### config.mk
export PLATFORM = sky130hd
export DESIGN_NAME = uart_tx_arbiter
export DESIGN_NICKNAME = d
export VERILOG_FILES = /design/src/rtl/uart_tx_arbiter.sv
export SDC_FILE = /design/constraint.sdc
export NUM_CORES = 1
export LEC_CHECK = 0
export ABC_AREA = 1
export BUFFER_PORTS_ARGS = -buffer_cell sky130_fd_sc_hd__buf_2
export CORE_MARGIN = 5
export CORE_UTILIZATION = 56
export CTS_BUF_LIST = sky130_fd_sc_hd__clkbuf_8
export CTS_CLUSTER_SIZE = 24
export DETAILED_ROUTE_END_ITERATION = 10
export MAX_ROUTING_LAYER = met4
export PLACE_DENSITY = 0.81
export SYNTH_ARGS = -nofsm -noshare
export SYNTH_HDL_FRONTEND = slang
export SYNTH_SLANG_ARGS = --single-unit
### constraint.sdc
create_clock -name clk -period 2.33 [get_ports clk]
set_clock_uncertainty 0.2 [all_clocks]
set_input_delay 0.1165 -clock clk [delete_from_list [all_inputs] [get_ports clk]]
set_output_delay 0.1165 -clock clk [all_outputs]
set_load 0.05 [all_outputs]
### src/rtl/uart_tx_arbiter.sv
// uart_tx_arbiter
// Round-robin scheduler that shares one UART transmit engine between two
// byte requesters. A granted byte is presented on tx_data, a start strobe
// is generated on tx_trig (the engine starts on its falling edge), the
// engine busy flag is tracked until the frame completes, and a guard gap
// is enforced before the next grant.
//
// Optional feature: define UART_TX_ARB_TIMEOUT_EN to enable the busy-rise
// (START_TO) and busy-fall (DONE_TO) timeouts that abort a frame with err.
// Without the macro the wait states wait indefinitely and err stays 0.
//
// Ports:
//   clk       system clock, rising edge
//   rst       synchronous active-high reset
//   req0/1    requester has a byte (held until its ack)
//   data0/1   requester byte, stable while its req is high
//   ack0/1    one-cycle pulse, byte accepted
//   tx_data   byte presented to the engine, held until the next grant
//   tx_trig   start strobe, high for TRIG_LEN cycles
//   tx_busy   engine busy flag, high during a frame
//   grant_id  requester owning the current/last frame
//   active    high whenever the arbiter is not idle
//   done      one-cycle pulse, frame completed normally
//   err       one-cycle pulse, timeout abort
module uart_tx_arbiter #(
  parameter int TRIG_LEN = 4,
  parameter int GAP_CYC  = 2,
  parameter int START_TO = 16,
  parameter int DONE_TO  = 40000
) (
  input  logic       clk,
  input  logic       rst,
  input  logic       req0,
  input  logic [7:0] data0,
  output logic       ack0,
  input  logic       req1,
  input  logic [7:0] data1,
  output logic       ack1,
  output logic [7:0] tx_data,
  output logic       tx_trig,
  input  logic       tx_busy,
  output logic       grant_id,
  output logic       active,
  output logic       done,
  output logic       err
);

  typedef enum logic [2:0] {
    S_IDLE      = 3'd0,
    S_TRIG      = 3'd1,
    S_WAIT_BUSY = 3'd2,
    S_WAIT_DONE = 3'd3,
    S_GAP       = 3'd4
  } state_t;

  // Last counter value of each timed state; GAP_CYC=0 still spends one cycle in GAP.
  localparam logic [15:0] TRIG_LAST = 16'(TRIG_LEN - 1);
  localparam logic [15:0] GAP_LAST  = (GAP_CYC == 0) ? 16'd0 : 16'(GAP_CYC - 1);

  state_t      state_r, next_state_s;
  logic [15:0] cnt_r, cnt_nxt_s;
  logic        last_grant_r, last_grant_nxt_s;
  logic        grant_s, pick_s;
  logic        start_to_s, done_to_s;

  logic        ack0_r, ack0_nxt_s;
  logic        ack1_r, ack1_nxt_s;
  logic [7:0]  tx_data_r, tx_data_nxt_s;
  logic        tx_trig_r, tx_trig_nxt_s;
  logic        grant_id_r, grant_id_nxt_s;
  logic        active_r, active_nxt_s;
  logic        done_r, done_nxt_s;
  logic        err_r, err_nxt_s;

`ifdef UART_TX_ARB_TIMEOUT_EN
  localparam logic [15:0] START_LIM = 16'(START_TO);
  localparam logic [15:0] DONE_LIM  = 16'(DONE_TO);
  assign start_to_s = (cnt_r == START_LIM);
  assign done_to_s  = (cnt_r == DONE_LIM);
`else
  localparam logic [15:0] START_LIM = 16'(START_TO);
  localparam logic [15:0] DONE_LIM  = 16'(DONE_TO);
  logic unused_s;
  assign start_to_s = 1'b0;
  assign done_to_s  = 1'b0;
  assign unused_s   = ^{START_LIM, DONE_LIM};
`endif

  // A grant needs a pending request and an idle engine; on a tie the
  // requester that did not own the last frame wins.
  assign grant_s = (req0 | req1) & ~tx_busy;
  assign pick_s  = (req0 & req1) ? ~last_grant_r : req1;

  // State register.
  always_ff @(posedge clk) begin
    if (rst) begin
      state_r <= S_IDLE;
    end else begin
      state_r <= next_state_s;
    end
  end

  // Next-state logic.
  always_comb begin
    next_state_s = state_r;
    case (state_r)
      S_IDLE: begin
        if (grant_s) next_state_s = S_TRIG;
        else         next_state_s = S_IDLE;
      end
      S_TRIG: begin
        if (cnt_r == TRIG_LAST) next_state_s = S_WAIT_BUSY;
        else                    next_state_s = S_TRIG;
      end
      S_WAIT_BUSY: begin
        if (tx_busy)         next_state_s = S_WAIT_DONE;
        else if (start_to_s) next_state_s = S_GAP;
        else                 next_state_s = S_WAIT_BUSY;
      end
      S_WAIT_DONE: begin
        if (!tx_busy)       next_state_s = S_GAP;
        else if (done_to_s) next_state_s = S_GAP;
        else                next_state_s = S_WAIT_DONE;
      end
      S_GAP: begin
        if (cnt_r == GAP_LAST) next_state_s = S_IDLE;
        else                   next_state_s = S_GAP;
      end
      default: next_state_s = S_IDLE;
    endcase
  end

  // Output and counter next values; everything is registered below.
  always_comb begin
    ack0_nxt_s       = 1'b0;
    ack1_nxt_s       = 1'b0;
    tx_data_nxt_s    = tx_data_r;
    grant_id_nxt_s   = grant_id_r;
    last_grant_nxt_s = last_grant_r;
    done_nxt_s       = 1'b0;
    err_nxt_s        = 1'b0;
    tx_trig_nxt_s    = (next_state_s == S_TRIG);
    active_nxt_s     = (next_state_s != S_IDLE);

    // Counter restarts from zero on every state change and saturates.
    if (next_state_s != state_r) cnt_nxt_s = 16'd0;
    else if (cnt_r != 16'hFFFF)  cnt_nxt_s = cnt_r + 16'd1;
    else                         cnt_nxt_s = cnt_r;

    case (state_r)
      S_IDLE: begin
        if (grant_s) begin
          tx_data_nxt_s    = pick_s ? data1 : data0;
          grant_id_nxt_s   = pick_s;
          last_grant_nxt_s = pick_s;
          ack0_nxt_s       = ~pick_s;
          ack1_nxt_s       = pick_s;
        end else begin
          tx_data_nxt_s    = tx_data_r;
        end
      end
      S_WAIT_BUSY: begin
        if (!tx_busy && start_to_s) err_nxt_s = 1'b1;
        else                        err_nxt_s = 1'b0;
      end
      S_WAIT_DONE: begin
        if (!tx_busy)       done_nxt_s = 1'b1;
        else if (done_to_s) err_nxt_s  = 1'b1;
        else                done_nxt_s = 1'b0;
      end
      default: begin
        done_nxt_s = 1'b0;
      end
    endcase
  end

  // Output and datapath registers.
  always_ff @(posedge clk) begin
    if (rst) begin
      cnt_r        <= 16'd0;
      last_grant_r <= 1'b1;
      ack0_r       <= 1'b0;
      ack1_r       <= 1'b0;
      tx_data_r    <= 8'd0;
      tx_trig_r    <= 1'b0;
      grant_id_r   <= 1'b0;
      active_r     <= 1'b0;
      done_r       <= 1'b0;
      err_r        <= 1'b0;
    end else begin
      cnt_r        <= cnt_nxt_s;
      last_grant_r <= last_grant_nxt_s;
      ack0_r       <= ack0_nxt_s;
      ack1_r       <= ack1_nxt_s;
      tx_data_r    <= tx_data_nxt_s;
      tx_trig_r    <= tx_trig_nxt_s;
      grant_id_r   <= grant_id_nxt_s;
      active_r     <= active_nxt_s;
      done_r       <= done_nxt_s;
      err_r        <= err_nxt_s;
    end
  end

  assign ack0     = ack0_r;
  assign ack1     = ack1_r;
  assign tx_data  = tx_data_r;
  assign tx_trig  = tx_trig_r;
  assign grant_id = grant_id_r;
  assign active   = active_r;
  assign done     = done_r;
  assign err      = err_r;

endmodule

==> flow_metrics.py <==
metrics = {
    "power_and_ir_drop": {
        "seqPwrFrac": 0.442,
        "p_leak_uw": 0.00101,
        "peakVddDrop_uv": 495,
        "p_clk_frac": 0.382,
        "internal_power_uw": 1000,
        "p_switching_uw": 408,
        "comb_power_share": 0.176,
        "switching_share": 0.289,
        "power_density_nw_per_um2": 625,
    },
    "placement": {
        "place_hpwl_mm": 2.80,
        "io_buffers": 34,
        "placed_area_um2": 1980,
        "dp_cells": 326,
        "pre_cts_ws_ns": 0.320,
        "place_congestion": 0.831,
    },
    "synth": {
        "synthDistinctLibCells": 27,
        "synth_common_cells": "nand2_1, nor2_1, dfxtp_1",
        "yosysWarningCount": 0,
        "synth_fa_ha_area_frac": 0.0140,
        "synth_top_area_frac": 0.380,
        "synth_largest_area_cell": "dfxtp_1",
        "avgSynthCellArea_um2": 7.09,
        "synth_area_um2": 1790,
        "yosys.cell_count.top_type": "nand2_1",
        "yosys-top-cells-area": "dfxtp_1, nand2_1, nor2_1",
        "synth_xor_area_frac": 0.0488,
        "synth_cells": 253,
        "synth_top_family_by_area": "simple AND/OR/NAND/NOR gates",
        "ys_async_sr_fraction": 0,
        "synth_simple_gate_area_share": 0.446,
        "synthMuxAreaShare": 0,
        "dominantRegCellSynth": "dfxtp_1",
        "ys_seq_area_frac": 0.380,
        "synth_compound_area_frac": 0.0405,
        "yosys_register_bits": 34,
        "synth_enable_flop_cells": 0,
        "syn_nets": 276,
    },
    "setup_path": {
        "reg2reg_from": "state_r[1]",
        "critPathKind": "primary input to register",
        "path_cells": "dlygate4sd3_1 > buf_2 > nor2_1 > nand3_2 > nor2_2 > nand2_1 > inv_1 > nand2_1 > nand3_1 > dlygate4sd3_1",
        "critical_path.max_stage_delay_ns": 0.54,
        "setup.worst_path.start_class": "primary input",
        "timing.rr.end": "tx_data[0]",
        "rr_worst_depth": 8,
        "reg2reg_slack_ns": 0.22,
        "cp-end-kind": "register",
        "cp.arrival_ns": 2.26,
        "crit_required_ns": 2.37,
        "cpMaxStageDelayCell": "dlygate4sd3_1",
        "crit_path_start": "tx_busy",
        "worstPathMaxFanout": 8,
    },
    "global_routing": {
        "grt.met2_usage": 0.347,
        "grt_use_met1": 0.242,
        "grt_overflow": 0,
        "met3_usage": 0.0438,
        "grt_max_degree": 17,
        "grt_pass1_vias": 1659,
        "antenna_found_initial": 0,
        "grt_pass1_wl_mm": 6.91,
        "gr-max-usage-layer": "met2",
        "grt_usage": 0.210,
    },
    "min_path": {
        "worstHoldStart": "data0[6]",
        "hold-path-cell-count": 5,
        "hold_path_class": "primary input to register",
        "worstHoldEndpoint": "tx_data[6]",
    },
    "sta": {
        "finalMaxSlewViolations": 0,
        "fin_crit_sh": 0.954,
        "setup_viol": 0,
        "clock.fmax_ghz": 0.450,
        "rsz0062_at_grt": "no",
        "finalHoldViolCount": 0,
        "fin_crit_ns": 2.22,
        "setup_ws_ns": 0.106,
        "final.setup.tns_ns": 0,
    },
    "layout": {
        "stdcell_count": 350,
        "design_area_um2": 2260,
        "drive_above_1_share": 0.225,
        "finish.utilization": 0.739,
        "nNetsFinal": 328,
        "fill_cells": 231,
        "syn2layout_area_growth_pct": 25.8,
        "n_antenna_cell": 0,
    },
    "flow_run": {
        "maxCapViolCount": 0,
    },
    "die": {
        "start_util": 0.587,
        "dieArea_um2": 4430,
        "rows": 20,
        "fp.dieH_um": 66.6,
        "die_w_um": 66.6,
        "design.core.area_um2": 3050,
        "ios": 36,
    },
    "clock_tree": {
        "clock_latency_ns": 0.29,
        "clkTransAtPathRegs_ns": 0.08,
        "clock_sinks": 34,
        "tritoncts": "built",
        "htree_levels": 2,
        "cts_buffers": 5,
        "cts_root_buffer": "clkbuf_8",
        "cts_buffer_depth": 2,
    },
    "route": {
        "vias": 1763,
        "drt_wl_total_mm": 4.08,
        "dr.pass1.iters": 4,
        "first_iter_violations": 107,
        "drc_errors": 0,
        "via_per_inst": 5.04,
        "wire_per_inst_um": 11.6,
        "antenna_left": 0,
    },
    "status": {
        "status": "finished, final reports clean",
    },
}
## kinds of logic after synthesis
| kind of cell | after synthesis |
|---|---|
| XOR/XNOR | 10 |
| flip-flops | 34 |
| other | 1 |
| AO/OA/AOI/OAI | 14 |
| adder cells (fa/ha/maj) | 2 |
| buffers and inverters | 27 |
| AND/OR/NAND/NOR | 165 |
## worst max path at each step
stage	depth (start not counted)	end	slack, ns
floorplan	8	cnt_r[8]	0.60
global placement	7	cnt_r[0]	0.39
detailed placement	8	cnt_r[1]	0.32
CTS	10	tx_data[0]	0.10
global route	10	tx_data[0]	0.008
finish	10	tx_data[0]	0.11
## placed cells by master (no fill, tap or decap)
cell type	instances
clkbuf_8	5
nor3_1	9
nor2_4	1
dlygate4sd3_1	16
dfxtp_1	34
nand2_2	3
clkinvlp_4	1
xor2_1	5
nor2_1	44
ha_1	2
nand2_1	65
o21ai_0	5
nor3b_1	2
a31oi_1	2
nor2_2	5
nand4_1	3
bufinv_16	1
conb_1	1
buf_4	1
nor3_2	13
xnor2_1	5
a21oi_1	7
buf_2	34
inv_2	2
clkinv_1	1
inv_1	19
nand3_1	17
nand3_2	1
nand4_2	1
nand3_4	1
## critical path, delay by kind of cell
kind,cells,cell delay [ns]
simple gates,6,0.79
buf+inv,4,1.36
## stage by stage
stage / power [uW] / hold WS, ns
floorplan: 809 / 0.0297
global route: 1460 / 0.0506
finish: 1410 / 0.0121
detailed placement: 857 / 0.126
global placement: 855 / 0.116
CTS: 1410 / 0.0131
## repair_timing
item                                    in CTS  in global routing
setup buffers                                0                  0
hold buffers                                16                  0
resized for setup                            0                  2
endpoints found under the setup margin       0                  4
hold endpoints to repair                    11                  0
## power groups by stage
stage,combinational (uW),clock [uW],sequential (uW)
finish,249,539,623
global route,268,564,626
CTS,246,545,623
detailed placement,222,0,635
global placement,219,0,635
floorplan,117,0,692
## final cells by class
cell class	count	area, um2	share of cell area
sequential	34	681	0.302
inverter	21	78.8	0.0349
timing repair buffer	51	338	0.150
clock inverter	3	41.3	0.0183
tap	44	55.1	0.0244
multi-input combinational	192	993	0.440
clock buffer	5	68.8	0.0305
## flip-flops by register name, indices dropped and copies added, names as in the netlist
| signal | cells |
|---|---|
| cnt_r | 16 |
| tx_data | 8 |
| state_r | 3 |
| ack0 | 1 |
| ack1 | 1 |
| active | 1 |
| done | 1 |
| grant_id | 1 |
| last_grant_r | 1 |
| tx_trig | 1 |
## routing by layer
metal | up-vias | wire length [um] | share of wire
met5 | - | 0 | 0
met4 | 0 | 93 | 0.023
met3 | 9 | 191 | 0.047
met2 | 41 | 1930 | 0.47
met1 | 802 | 1860 | 0.46
li1 | 911 | - | -
Note: power is estimated with default switching activity, not from simulation.
